<file path="config.mk">
export PLATFORM = sky130hd
export DESIGN_NAME = shared_reg_arbiter_flat
export DESIGN_NICKNAME = d
export VERILOG_FILES = /design/src/rtl/shared_reg_arbiter_pkg.sv /design/src/rtl/shared_reg_arbiter_if.sv /design/src/rtl/shared_reg_arbiter_rr_pick.sv /design/src/rtl/shared_reg_arbiter.sv /design/src/flat_wrapper.sv
export SDC_FILE = /design/constraint.sdc
export NUM_CORES = 1
export LEC_CHECK = 0
export ABC_AREA = 1
export CAP_MARGIN = 20
export CELL_PAD_IN_SITES_DETAIL_PLACEMENT = 1
export CELL_PAD_IN_SITES_GLOBAL_PLACEMENT = 1
export CORE_MARGIN = 2
export CORE_UTILIZATION = 25
export CTS_BUF_LIST = sky130_fd_sc_hd__clkbuf_16
export DETAILED_ROUTE_END_ITERATION = 8
export MAX_ROUTING_LAYER = met4
export PLACE_DENSITY_LB_ADDON = 0.05
export SYNTH_ARGS = -nofsm -noshare
export SYNTH_HDL_FRONTEND = slang
export SYNTH_SLANG_ARGS = --single-unit
</file>
<file path="constraint.sdc">
create_clock -name clk -period 4.62 [get_ports clk]
set_clock_uncertainty 0.1 [all_clocks]
set_input_delay 0.924 -clock clk [delete_from_list [all_inputs] [get_ports clk]]
set_output_delay 0.924 -clock clk [all_outputs]
set_load 0.02 [all_outputs]
</file>
<file path="src/rtl/shared_reg_arbiter_pkg.sv">
// Shared definitions for the round-robin shared-register arbiter.
// Optional feature macro: SHARED_REG_PARITY_EN (adds q_par to the bus).
package shared_reg_pkg;

  localparam int unsigned NUM_REQ_DEF = 4;
  localparam int unsigned DATA_W_DEF  = 8;
  localparam int unsigned IDX_W_DEF   = 2;

  typedef enum logic [1:0] {
    ST_IDLE  = 2'd0,
    ST_GRANT = 2'd1,
    ST_ACK   = 2'd2
  } state_t;

endpackage

</file>
<file path="src/rtl/shared_reg_arbiter_if.sv">
// Bus between producers (master) and the shared-register arbiter (slave).
// Optional feature macro: SHARED_REG_PARITY_EN (adds q_par).
interface shared_reg_arbiter_if
  import shared_reg_pkg::*;
#(
  parameter int unsigned NUM_REQ = NUM_REQ_DEF,
  parameter int unsigned DATA_W  = DATA_W_DEF,
  parameter int unsigned IDX_W   = IDX_W_DEF
) ();

  logic [NUM_REQ-1:0]        req;
  logic [NUM_REQ*DATA_W-1:0] wdata;
  logic                      clr;
  logic [NUM_REQ-1:0]        gnt;
  logic [NUM_REQ-1:0]        ack;
  logic [DATA_W-1:0]         q;
  logic                      q_valid;
  logic [IDX_W-1:0]          owner;
  logic                      busy;
`ifdef SHARED_REG_PARITY_EN
  logic                      q_par;
`endif

  modport master (
    output req, wdata, clr,
    input  gnt, ack, q, q_valid, owner, busy
`ifdef SHARED_REG_PARITY_EN
    , input q_par
`endif
  );

  modport slave (
    input  req, wdata, clr,
    output gnt, ack, q, q_valid, owner, busy
`ifdef SHARED_REG_PARITY_EN
    , output q_par
`endif
  );

endinterface

</file>
<file path="src/rtl/shared_reg_arbiter_rr_pick.sv">
// Combinational round-robin selector: first asserted request after i_last, wrapping.
module rr_pick
  import shared_reg_pkg::*;
#(
  parameter int unsigned NUM_REQ = NUM_REQ_DEF,
  parameter int unsigned IDX_W   = IDX_W_DEF
) (
  input  logic [NUM_REQ-1:0] i_req,
  input  logic [IDX_W-1:0]   i_last,
  output logic [IDX_W-1:0]   o_sel,
  output logic               o_any
);

  // Scan from last+1 upward; the first hit wins.
  always_comb begin
    int unsigned idx;
    idx   = 0;
    o_sel = '0;
    o_any = 1'b0;
    for (int unsigned k = 1; k <= NUM_REQ; k++) begin
      idx = (32'(i_last) + k) % NUM_REQ;
      if (!o_any && i_req[IDX_W'(idx)]) begin
        o_any = 1'b1;
        o_sel = IDX_W'(idx);
      end
    end
  end

endmodule

</file>
<file path="src/rtl/shared_reg_arbiter.sv">
// Round-robin arbiter sequencing grant/write/ack into one shared register.
// Optional feature macro: SHARED_REG_PARITY_EN (registered even parity of q on q_par).
module shared_reg_arbiter
  import shared_reg_pkg::*;
#(
  parameter int unsigned NUM_REQ = NUM_REQ_DEF,
  parameter int unsigned DATA_W  = DATA_W_DEF,
  parameter int unsigned IDX_W   = IDX_W_DEF
) (
  input  logic               clk,
  input  logic               rst,
  shared_reg_arbiter_if.slave bus
);

  state_t               r_state;
  logic [IDX_W-1:0]     r_sel;
  logic [IDX_W-1:0]     r_last;
  logic [NUM_REQ-1:0]   r_gnt;
  logic [NUM_REQ-1:0]   r_ack;
  logic [DATA_W-1:0]    r_q;
  logic                 r_q_valid;
  logic [IDX_W-1:0]     r_owner;
  logic                 r_busy;
`ifdef SHARED_REG_PARITY_EN
  logic                 r_q_par;
`endif

  logic [IDX_W-1:0]     w_sel;
  logic                 w_any;
  logic [NUM_REQ-1:0]   w_sel_oh;
  logic [NUM_REQ-1:0]   w_cur_oh;
  logic                 w_req_cur;
  logic [DATA_W-1:0]    w_lane;

  rr_pick #(
    .NUM_REQ (NUM_REQ),
    .IDX_W   (IDX_W)
  ) u_pick (
    .i_req  (bus.req),
    .i_last (r_last),
    .o_sel  (w_sel),
    .o_any  (w_any)
  );

  // Decode of the candidate and the held selection.
  always_comb begin
    w_sel_oh  = NUM_REQ'(1) << w_sel;
    w_cur_oh  = NUM_REQ'(1) << r_sel;
    w_req_cur = bus.req[r_sel];
    w_lane    = bus.wdata[32'(r_sel)*DATA_W +: DATA_W];
  end

  // Arbitration FSM plus shared storage; a write in GRANT overrides a same-cycle clr.
  always_ff @(posedge clk or posedge rst) begin
    if (rst) begin
      r_state   <= ST_IDLE;
      r_sel     <= '0;
      r_last    <= IDX_W'(NUM_REQ - 1);
      r_gnt     <= '0;
      r_ack     <= '0;
      r_q       <= '0;
      r_q_valid <= 1'b0;
      r_owner   <= '0;
      r_busy    <= 1'b0;
`ifdef SHARED_REG_PARITY_EN
      r_q_par   <= 1'b0;
`endif
    end else begin
      if (bus.clr) begin
        r_q       <= '0;
        r_q_valid <= 1'b0;
`ifdef SHARED_REG_PARITY_EN
        r_q_par   <= 1'b0;
`endif
      end
      case (r_state)
        ST_IDLE: begin
          if (w_any) begin
            r_sel   <= w_sel;
            r_gnt   <= w_sel_oh;
            r_busy  <= 1'b1;
            r_state <= ST_GRANT;
          end
        end
        ST_GRANT: begin
          r_gnt <= '0;
          if (w_req_cur) begin
            r_q       <= w_lane;
            r_q_valid <= 1'b1;
`ifdef SHARED_REG_PARITY_EN
            r_q_par   <= ^w_lane;
`endif
            r_owner   <= r_sel;
            r_last    <= r_sel;
            r_ack     <= w_cur_oh;
            r_state   <= ST_ACK;
          end else begin
            r_busy  <= 1'b0;
            r_state <= ST_IDLE;
          end
        end
        ST_ACK: begin
          r_ack   <= '0;
          r_busy  <= 1'b0;
          r_state <= ST_IDLE;
        end
        default: begin
          r_gnt   <= '0;
          r_ack   <= '0;
          r_busy  <= 1'b0;
          r_state <= ST_IDLE;
        end
      endcase
    end
  end

  assign bus.gnt     = r_gnt;
  assign bus.ack     = r_ack;
  assign bus.q       = r_q;
  assign bus.q_valid = r_q_valid;
  assign bus.owner   = r_owner;
  assign bus.busy    = r_busy;
`ifdef SHARED_REG_PARITY_EN
  assign bus.q_par   = r_q_par;
`endif

endmodule

</file>
<file path="src/flat_wrapper.sv">
// flat-port wrapper written by rule: the top's interface ports become plain ports
module shared_reg_arbiter_flat import shared_reg_pkg::*;
#(
  parameter int unsigned NUM_REQ = NUM_REQ_DEF,
  parameter int unsigned DATA_W  = DATA_W_DEF,
  parameter int unsigned IDX_W   = IDX_W_DEF
)
  (clk, rst, bus_req, bus_wdata, bus_clr, bus_gnt, bus_ack, bus_q, bus_q_valid, bus_owner, bus_busy);
  shared_reg_arbiter_if #(.NUM_REQ(NUM_REQ), .DATA_W(DATA_W), .IDX_W(IDX_W)) bus_i ();
  input  logic clk;
  input  logic rst;
  input wire logic [$bits(bus_i.req)-1:0] bus_req;
  input wire logic [$bits(bus_i.wdata)-1:0] bus_wdata;
  input wire logic [$bits(bus_i.clr)-1:0] bus_clr;
  output wire logic [$bits(bus_i.gnt)-1:0] bus_gnt;
  output wire logic [$bits(bus_i.ack)-1:0] bus_ack;
  output wire logic [$bits(bus_i.q)-1:0] bus_q;
  output wire logic [$bits(bus_i.q_valid)-1:0] bus_q_valid;
  output wire logic [$bits(bus_i.owner)-1:0] bus_owner;
  output wire logic [$bits(bus_i.busy)-1:0] bus_busy;
  assign bus_i.req = bus_req;
  assign bus_i.wdata = bus_wdata;
  assign bus_i.clr = bus_clr;
  assign bus_gnt = bus_i.gnt;
  assign bus_ack = bus_i.ack;
  assign bus_q = bus_i.q;
  assign bus_q_valid = bus_i.q_valid;
  assign bus_owner = bus_i.owner;
  assign bus_busy = bus_i.busy;
  shared_reg_arbiter #(.NUM_REQ(NUM_REQ), .DATA_W(DATA_W), .IDX_W(IDX_W)) u_core (.clk(clk), .rst(rst), .bus(bus_i));
endmodule
</file>
Word level (Yosys, flattened, before mapping)
Index checks and enable logic that the tools add are counted.
Operators by class
  reduce and logical (&&, ||, !) cells: 12
  $add $sub $neg: 4
  mux-type cells: 34
  bitwise gates (word level): 2
  shift operators: 3
  $lt $le $gt $ge: 5
  equal/unequal tests: 5
Operator list (count)
  variable part select 32 x 6 -> 8 bit: 1
  two-way mux 8 bit: 3
  one-hot mux 4 bit (2 select lines): 2
  less-than comparator 2 x 3 -> 1 bit (second input constant): 5
  two-way mux 1 bit: 14
  two-way mux 2 bit: 6
  binary-select mux 1 bit (select 2 bit): 5
  AND reduction 2 bit: 5
  two-way mux 4 bit: 2
  left shift 1 x 2 -> 4 bit (first input constant): 2
  adder 2 x 1 -> 2 bit (second input constant): 2
  adder 2 bit (second input constant): 2
  inequality test 2 bit (second input constant): 2
  one-hot mux 2 bit (2 select lines): 1
  logical AND 1 bit: 3
  zero test 1 bit: 3
  == test 2 x 1 -> 1 bit (second input constant): 1
  == test 2 bit (second input constant): 1
  zero test 2 bit: 1
  inequality test 2 x 1 -> 1 bit (second input constant): 1
  inverter 1 bit: 2
  one-hot mux 1 bit (2 select lines): 1
Word-level totals
  output and inout port bits: 20
  input bits: 39
  word-level logic and storage cells: 74
  register bits: 26

Longest topological paths before layout
Gate-level depths: netlist (run 1).
  depth in word-level cells: 16
  mapped depth: 12
  depth with buffers taken out: 12

Modules after synthesis
From an unflattened synthesis (run 1), not the netlist that was laid out.
Unflattened totals
  cells, all modules: 229
  area, all modules: 1641.6 µm²
By module, submodules not included
  shared_reg_arbiter: seq. area each 653.1 µm², instances 1, area an instance 1370.1 µm², cells each 177
  rr_pick: seq. area each 0.0 µm², instances 1, area an instance 271.5 µm², cells each 52

Worst setup path before layout (run 1)
Ideal clock, no wire load.
  path type: input to register
  start point: in bus_req[3]
  end point: reg u_core.r_gnt[3] (netlist: u_core.bus.gnt[3])
  setup time: 117 ps
  arrival time: 1642 ps
  setup slack: 2761 ps
  buffers on the path: 0
  data required time: 4403 ps
  stages on the path: 12
  cells stage by stage: inv_1 > nand2_1 > nand2_1 > nand2_1 > nand2_1 > nand2_1 > nand2_1 > nand2_1 > nand2_1 > nor2_1 > nand2_1 > nand2_1
Between the ends
  cells in the longest elaborated chain, start to end: 15
  elaborated cells between the ends (all ways): 27
  classes of those cells: eq/ne: 1; shift: 1; mux: 18; reduce/logical: 7
RTL lines
  start: declaration: line flat_wrapper.sv:12  | input wire logic [$bits(bus_i.req)-1:0] bus_req;
  binary-select mux 1 bit (select 2 bit): line shared_reg_arbiter_rr_pick.sv:22  | if (!o_any && i_req[IDX_W'(idx)]) begin
  two-way mux 1 bit (not written as such): line shared_reg_arbiter_rr_pick.sv:22
  two-way mux 1 bit: line shared_reg_arbiter_rr_pick.sv:22
  zero test 1 bit: line shared_reg_arbiter_rr_pick.sv:22
  logical AND 1 bit: line shared_reg_arbiter_rr_pick.sv:22
  two-way mux 1 bit: line shared_reg_arbiter_rr_pick.sv:22
  zero test 1 bit: line shared_reg_arbiter_rr_pick.sv:22
  logical AND 1 bit: line shared_reg_arbiter_rr_pick.sv:22
  two-way mux 1 bit: line shared_reg_arbiter_rr_pick.sv:22
  zero test 1 bit: line shared_reg_arbiter_rr_pick.sv:22
  logical AND 1 bit: line shared_reg_arbiter_rr_pick.sv:22
  two-way mux 2 bit: line shared_reg_arbiter_rr_pick.sv:22
  left shift 1 x 2 -> 4 bit: line shared_reg_arbiter.sv:47  | w_sel_oh = NUM_REQ'(1) << w_sel;
  two-way mux 4 bit: line shared_reg_arbiter.sv:78  | if (w_any) begin
  one-hot mux 4 bit (2 select lines): line shared_reg_arbiter.sv:76  | case (r_state)
  end signal: assignment: line shared_reg_arbiter.sv:80  | r_gnt <= w_sel_oh;
  end: declaration: line shared_reg_arbiter.sv:18  | logic [NUM_REQ-1:0] r_gnt;
Several ways; a longest one is shown, not always the timed one. The select of a mux whose other input is x is not followed.
A chain may end at the register's enable or synchronous reset.

Final worst setup path (run 1)
  start point: in bus_req[3]
  end point: reg u_core.r_ack[2] (netlist: u_core.bus.ack[2])
Between the ends
  cells in the longest elaborated chain, start to end: 4
RTL lines
  binary-select mux 1 bit (select 2 bit): line shared_reg_arbiter.sv:49  | w_req_cur = bus.req[r_sel];
  two-way mux 1 bit (not written as such): line shared_reg_arbiter.sv:49
  inequality test 2 x 1 -> 1 bit (no line)
  AND reduction 2 bit (no line)
  end signal: assignment: line shared_reg_arbiter.sv:95  | r_ack <= w_cur_oh;
  end: declaration: line shared_reg_arbiter.sv:19  | logic [NUM_REQ-1:0] r_ack;
Every way passes these cells. The select of a mux whose other input is x is not followed.

==> flow_summary_export.csv, run 1 <==
group,metric,value,unit
cells_and_area,layout_common_cells,"nand2_1, clkdlybuf4s50_1, nand3_1",
setup_path,critPathBufInv,3,
placement,routabilityCongestion,0.7152,
grt,grt_pass1_vias,1756,
setup_path,path_class,"primary input to register",
floorplanning,die-area,6747,µm²
cells_and_area,final_nets,312,
hold_path,whs_path_depth,2,
grt,antenna_found_initial,0,
placement,dp_slack,2014,ps
placement,dp_hpwl,3712,µm
setup_path,cpPeakStageDelay,500,ps
cells_and_area,fin_cells,347,
hold_path,worst_hold_path.endpoint,"u_core.bus.owner[0]",
cells_and_area,drive_gt1_frac,0.07353,
sta,rsz0062_at_grt,"no",
routing,drt-pass1-iter-count,4,
sta,fin_crit_sh,0.4981,
sta,maxSlewViolCount,0,
sta,setup_viol,0,
setup_path,required,4720,ps
cts,cts_tree,"yes",
run_status,status,"completed",
power_and_ir_drop,peakVddDrop,257.3,µV
floorplanning,dieHeight,82.14,µm
cts,h-tree-depth,1,
power_and_ir_drop,p_leak,1.113,nW
floorplanning,die_w,82.14,µm
cells_and_area,multi_input_area,755.7,µm²
floorplanning,io_pins,59,
cts,cts_root_buf,"clkbuf_16",
yosys,syn-num-nets,254,
routing,drc_errors,0,
setup_path,worstSetupStartpointType,"primary input",
floorplanning,rows,28,
cts,cts_setup_buffers,0,
run,cap_violations,0,
routing,vias,1606,
setup_path,path_cells,"clkdlybuf4s50_1 -> inv_1 -> o2111ai_4 -> nand2_4 -> inv_2 -> nand3_1 -> nand2_1",
cells_and_area,fillers,742,
cts,clock_latency,260,ps
yosys,syn_inst,215,
routing,first_iter_violations,46,
floorplanning,initial_utilization,0.2578,
routing,drtAntennaViolNets,0,
setup_path,cp_max_fo,18,
cells_and_area,final_common_cell,"nand2_1",
cts,clockBufferDepth,2,
yosys,synthesis.area,1526,µm²
yosys,ys_seq_area_frac,0.4279,
power_and_ir_drop,power_density,667.2,nW/µm²
hold_path,hp-class,"register to register",
yosys,ys_types,23,
setup_path,critPathSlowestCell,"clkdlybuf4s50_1",
cells_and_area,seqCellArea,653.1,µm²
hold_path,min_from,"u_core.bus.owner[0]",
cts,cts_made_buffers,3,
setup_path,r2r_cells,9,
yosys,yosysWarningCount,0,
grt,grt_overflow,0,
yosys,ys_ff_latch,26,
cts,holdBufCountCts,0,
sta,relSlewSlack,0.5895,
sta,worstMarginPinSlew,615.7,ps
cells_and_area,diodes,0,
grt,grt_start_max_net_pins,27,
routing,wl,4855,µm
routing,wl_per_cell,13.99,µm
cts,cts_resized,0,
placement,io_buffer_count,58,
routing,vias_per_cell,4.628,
setup_path,path_delay_family,"buffers and inverters",
placement,placedCellCount,342,
setup_path,rrSetupSlack,2530,ps
floorplanning,coreArea,5921,µm²
setup_path,cp_data_arrival_time,2400,ps
cts,clock-sinks,26,
setup_path,worst_setup_path_end_kind,"register",
sta,fin_setup_tns,0,ps
sta,setup_slack,2319,ps
yosys,avgSynthCellArea,7.100,µm²
grt,grt_pass1_wl,8252,µm
cells_and_area,area_delta_synth_final,48.61,%
setup_path,worstReg2RegEnd,"u_core.bus.ack[2]",
sta,post-route-min-period,2301,ps
sta,hold_viol,0,
sta,fmax,0.4346,GHz
cts,path_clk_slew,60,ps
grt,grtUsageTotal,0.1630,
setup_path,r2r-start,"u_core.r_sel[1]",
==> power by group <==
part           total (mW)  internal, mW  switching [mW]
sequential          0.441         0.335           0.106
clock               0.194         0.116          0.0777
combinational       0.879         0.333           0.546
total                1.51         0.784           0.730
==> how the worst max path moves through the flow <==
stage | end | from | slack, ps | cells past startpoint
after floorplan | u_core.bus.gnt[3] | bus_req[3] | 2760 | 12
after global placement | u_core.bus.ack[2] | bus_req[3] | 2030 | 7
after detailed placement | u_core.bus.ack[2] | bus_req[3] | 2010 | 7
after CTS | u_core.bus.ack[2] | bus_req[3] | 2270 | 7
after global routing | u_core.bus.ack[2] | bus_req[3] | 2140 | 7
final | u_core.bus.ack[2] | bus_req[3] | 2320 | 7
==> cells by family after synthesis <==
logic type      share of synthesized area
buf+inv                           0.07705
simple gates                       0.4115
flops                              0.4279
compound gates                    0.08361
==> stage by stage <==
step / total power, mW / hold WS, ps / utilization / area (µm²)
final: 1.513 / 388.2 / 0.3831 / 2268
after global routing: 1.660 / 419.7 / 0.3831 / 2268
after CTS: 1.545 / 390.2 / 0.3785 / 2241
after detailed placement: 1.342 / 374.2 / 0.3652 / 2162
after global placement: 1.338 / 368.9 / 0.3652 / 2162
after floorplan: 1.004 / 391.6 / - / 1526
==> registers in the layout, summed over array words and instances, names as in the netlist <==
name                flops
u_core.bus.ack          4
u_core.bus.busy         1
u_core.bus.gnt          4
u_core.bus.owner        2
u_core.bus.q            8
u_core.bus.q_valid      1
u_core.r_last           2
u_core.r_sel            2
u_core.r_state          2
==> synthesized netlist by cell type <==
cell type	count	share of area
clkinv_1	1	0.0025
nand2_4	1	0.0074
a22oi_1	8	0.039
dfrtp_1	24	0.39
clkbuf_1	2	0.0049
nand4_1	1	0.0041
nand3_1	42	0.14
nor2_1	8	0.020
dfstp_2	2	0.034
nor2_4	1	0.0074
o2111ai_4	1	0.017
buf_6	1	0.0074
inv_2	7	0.017
a31oi_1	1	0.0041
o21ai_0	5	0.016
inv_1	13	0.032
nand2_1	88	0.22
o21ai_1	2	0.0066
nand2_2	2	0.0082
buf_2	1	0.0033
nand3_2	1	0.0066
nor2_2	1	0.0041
buf_4	2	0.0098
==> layer usage <==
layer	wire [µm]	GRT usage
met1	2246	0.1985
met2	2385	0.2846
met3	192	0.03152
met4	30	0.02833
met5	0	-
==> worst reg2reg max path: stages (launching register included) <==
cell	delay (ps)
dfrtp_1	730
inv_2	140
nand2_1	110
inv_2	100
nand2_2	100
o2111ai_4	150
nand2_4	210
inv_2	160
nand3_1	110
nand2_1	60
==> area by class of cell <==
cell class                      count  area share
Multi-Input combinational cell    162      0.3331
Sequential cell                    26      0.2879
Timing Repair Buffer               59      0.2681
Tap cell                           75     0.04137
Inverter                           21     0.03475
Clock buffer                        3     0.03309
Clock inverter                      1    0.001655
(Power assumes the default switching activity.)
==> run 2, diff against run 1 <==
- clock period: 4.62 -> 2.38 ns (I/O delays scaled with it)
==> run 2 against run 1 <==
  * Critical path depth is the same
  * Cell area is 0.22% lower
  * Largest power group unchanged
  * Routed wire length fell by 1.1%
  * Die area unchanged
  * Setup slack lost 1900 ps
  * Utilization fell by 0.084 points
  * Sequential share of layout area is 0.064 points higher
  * Combinational power grew 97%
  * Via count up 0.50%
  * Clock-buffer cell count unchanged
  * Global-route usage is 0.49 points higher
  * Largest cell class unchanged
  * Sequential power up 90%
==> flow_summary_export.csv, run 2 (synthesized netlist as in run 1, its figures left out) <==
group,metric,value,unit
sta,maxSlewViolCount,0,
run_status,status,"completed",
setup_path,cpMostUsedCell,"nand2_1",
placement,io_buffer_count,58,
placement,routabilityCongestion,0.7317,
grt,top_usage_layer,"met2",
floorplanning,rows,28,
grt,antenna_found_initial,0,
setup_path,required,2480,ps
placement,dpl_cell_area,2185,µm²
grt,met1_usage,0.2141,
setup_path,worstSetupStartpointType,"register",
power_and_ir_drop,p_leak,1.119,nW
grt,grt_pass1_wl,8424,µm
routing,wl,4803,µm
cts,holdBufCountCts,0,
grt,grt_pass1_vias,1745,
setup_path,crit_cells,7,
grt,met3_usage,0.02283,
cts,clock_latency,260,ps
cells_and_area,final_common_cell,"nand2_1",
run,cap_violations,0,
setup_path,critPathSlowestCell,"dfrtp_1",
placement,dp_hpwl,3699,µm
cts,cts_made_buffers,3,
floorplanning,die_w,82.14,µm
placement,placedCellCount,345,
sta,hold_viol,0,
power_and_ir_drop,finalPower,2.944,mW
sta,rsz0062_at_grt,"no",
routing,first_iter_violations,52,
sta,setup_slack,441.0,ps
cts,cts_tree,"yes",
grt,grtUsageMet2,0.2862,
setup_path,cpPeakStageDelay,530,ps
placement,dp_slack,224.5,ps
routing,drc_errors,0,
cells_and_area,utilization,0.3823,
power_and_ir_drop,peakVddDrop,486.7,µV
sta,setup_viol,0,
setup_path,cp_data_arrival_time,2040,ps
sta,timing.hold.ws,387.6,ps
grt,grtUsageTotal,0.1680,
floorplanning,dieHeight,82.14,µm
sta,fmax,0.5157,GHz
floorplanning,coreArea,5921,µm²
routing,vias_per_cell,4.625,
routing,drt-pass1-iter-count,4,
cts,h-tree-depth,1,
setup_path,r2r_cells,7,
cts,clock-sinks,26,
setup_path,path_delay_family,"simple AND/OR/NAND/NOR gates",
cts,cts_root_buf,"clkbuf_16",
power_and_ir_drop,power_density,1301,nW/µm²
cells_and_area,layout_common_cells,"nand2_1, clkdlybuf4s50_1, nand3_1",
cts,cts_setup_buffers,0,
cells_and_area,final_area,2263,µm²
floorplanning,initial_utilization,0.2578,
cells_and_area,diodes,0,
floorplanning,io_pins,59,
sta,fin_setup_tns,0,ps
cells_and_area,fin_cells,349,
routing,vias,1614,
hold_path,whs_path_depth,2,
grt,grt_overflow,0,
floorplanning,die-area,6747,µm²
setup_path,path_cells,"nor2_4 -> nand2_1 -> o2111ai_4 -> nand2_4 -> inv_2 -> nand3_1 -> nand2_1",
routing,wl_per_cell,13.76,µm
grt,grt_start_max_net_pins,27,
cells_and_area,largest_reg_flops,8,
cells_and_area,final_nets,314,
setup_path,worst_setup_path_end_kind,"register",
cts,clockBufferDepth,2,
sta,post-route-min-period,1939,ps
cells_and_area,area_delta_synth_final,48.28,%
setup_path,cp_max_fo,18,
cts,path_clk_slew,70,ps
hold_path,hp-class,"register to register",
routing,drtAntennaViolNets,0,
cts,cts_resized,0,
sta,fin_crit_sh,0.8147,
setup_path,critPathBufInv,1,
setup_path,path_class,"register to register",
sta,relSlewSlack,0.7243,
cells_and_area,drive_gt1_frac,0.08029,
sta,worstMarginPinSlew,413.6,ps
==> run 2: layer usage <==
layer / routed length (µm) / up-vias / share of wire
li1: - / 814 / -
met1: 2222 / 759 / 0.46
met2: 2366 / 36 / 0.49
met3: 176 / 5 / 0.037
met4: 38 / 0 / 0.0079
met5: 0 / - / 0
==> run 2: worst paths after layout <==
| check | start | to | slack (ps) |
|---|---|---|---|
| hold reg to reg | u_core.bus.q_valid | u_core.bus.q_valid | 390 |
| max in group asynchronous | rst | u_core.r_last[0] | 1400 |
| setup / recovery | u_core.r_sel[1] | u_core.bus.ack[1] | 440 |
| setup reg to reg | u_core.r_sel[1] | u_core.bus.ack[1] | 440 |
| min in group asynchronous | rst | u_core.bus.q_valid | 470 |
| hold / removal | u_core.bus.q_valid | u_core.bus.q_valid | 390 |
==> run 2: cell type report <==
class	count	area, µm²
Tap cell	75	93.84
Clock buffer	3	75.07
Fill cell	736	3657
Clock inverter	1	3.754
Multi-Input combinational cell	162	755.7
Inverter	21	78.83
Timing Repair Buffer	61	603.1
Sequential cell	26	653.1
==> run 2: worst register-to-register path, stage by stage (launching register included) <==
cell and delay [ps]:
dfrtp_1 530, nor2_4 330, nand2_1 140, o2111ai_4 160, nand2_4 190, inv_2 240, nand3_1 120, nand2_1 70
==> run 2: report_power, final <==
group	switching, mW	total (mW)	internal, mW	leakage (nW)
Combinational	1.07	1.73	0.664	0.741
Sequential	0.190	0.840	0.650	0.336
Clock	0.149	0.374	0.225	0.0423
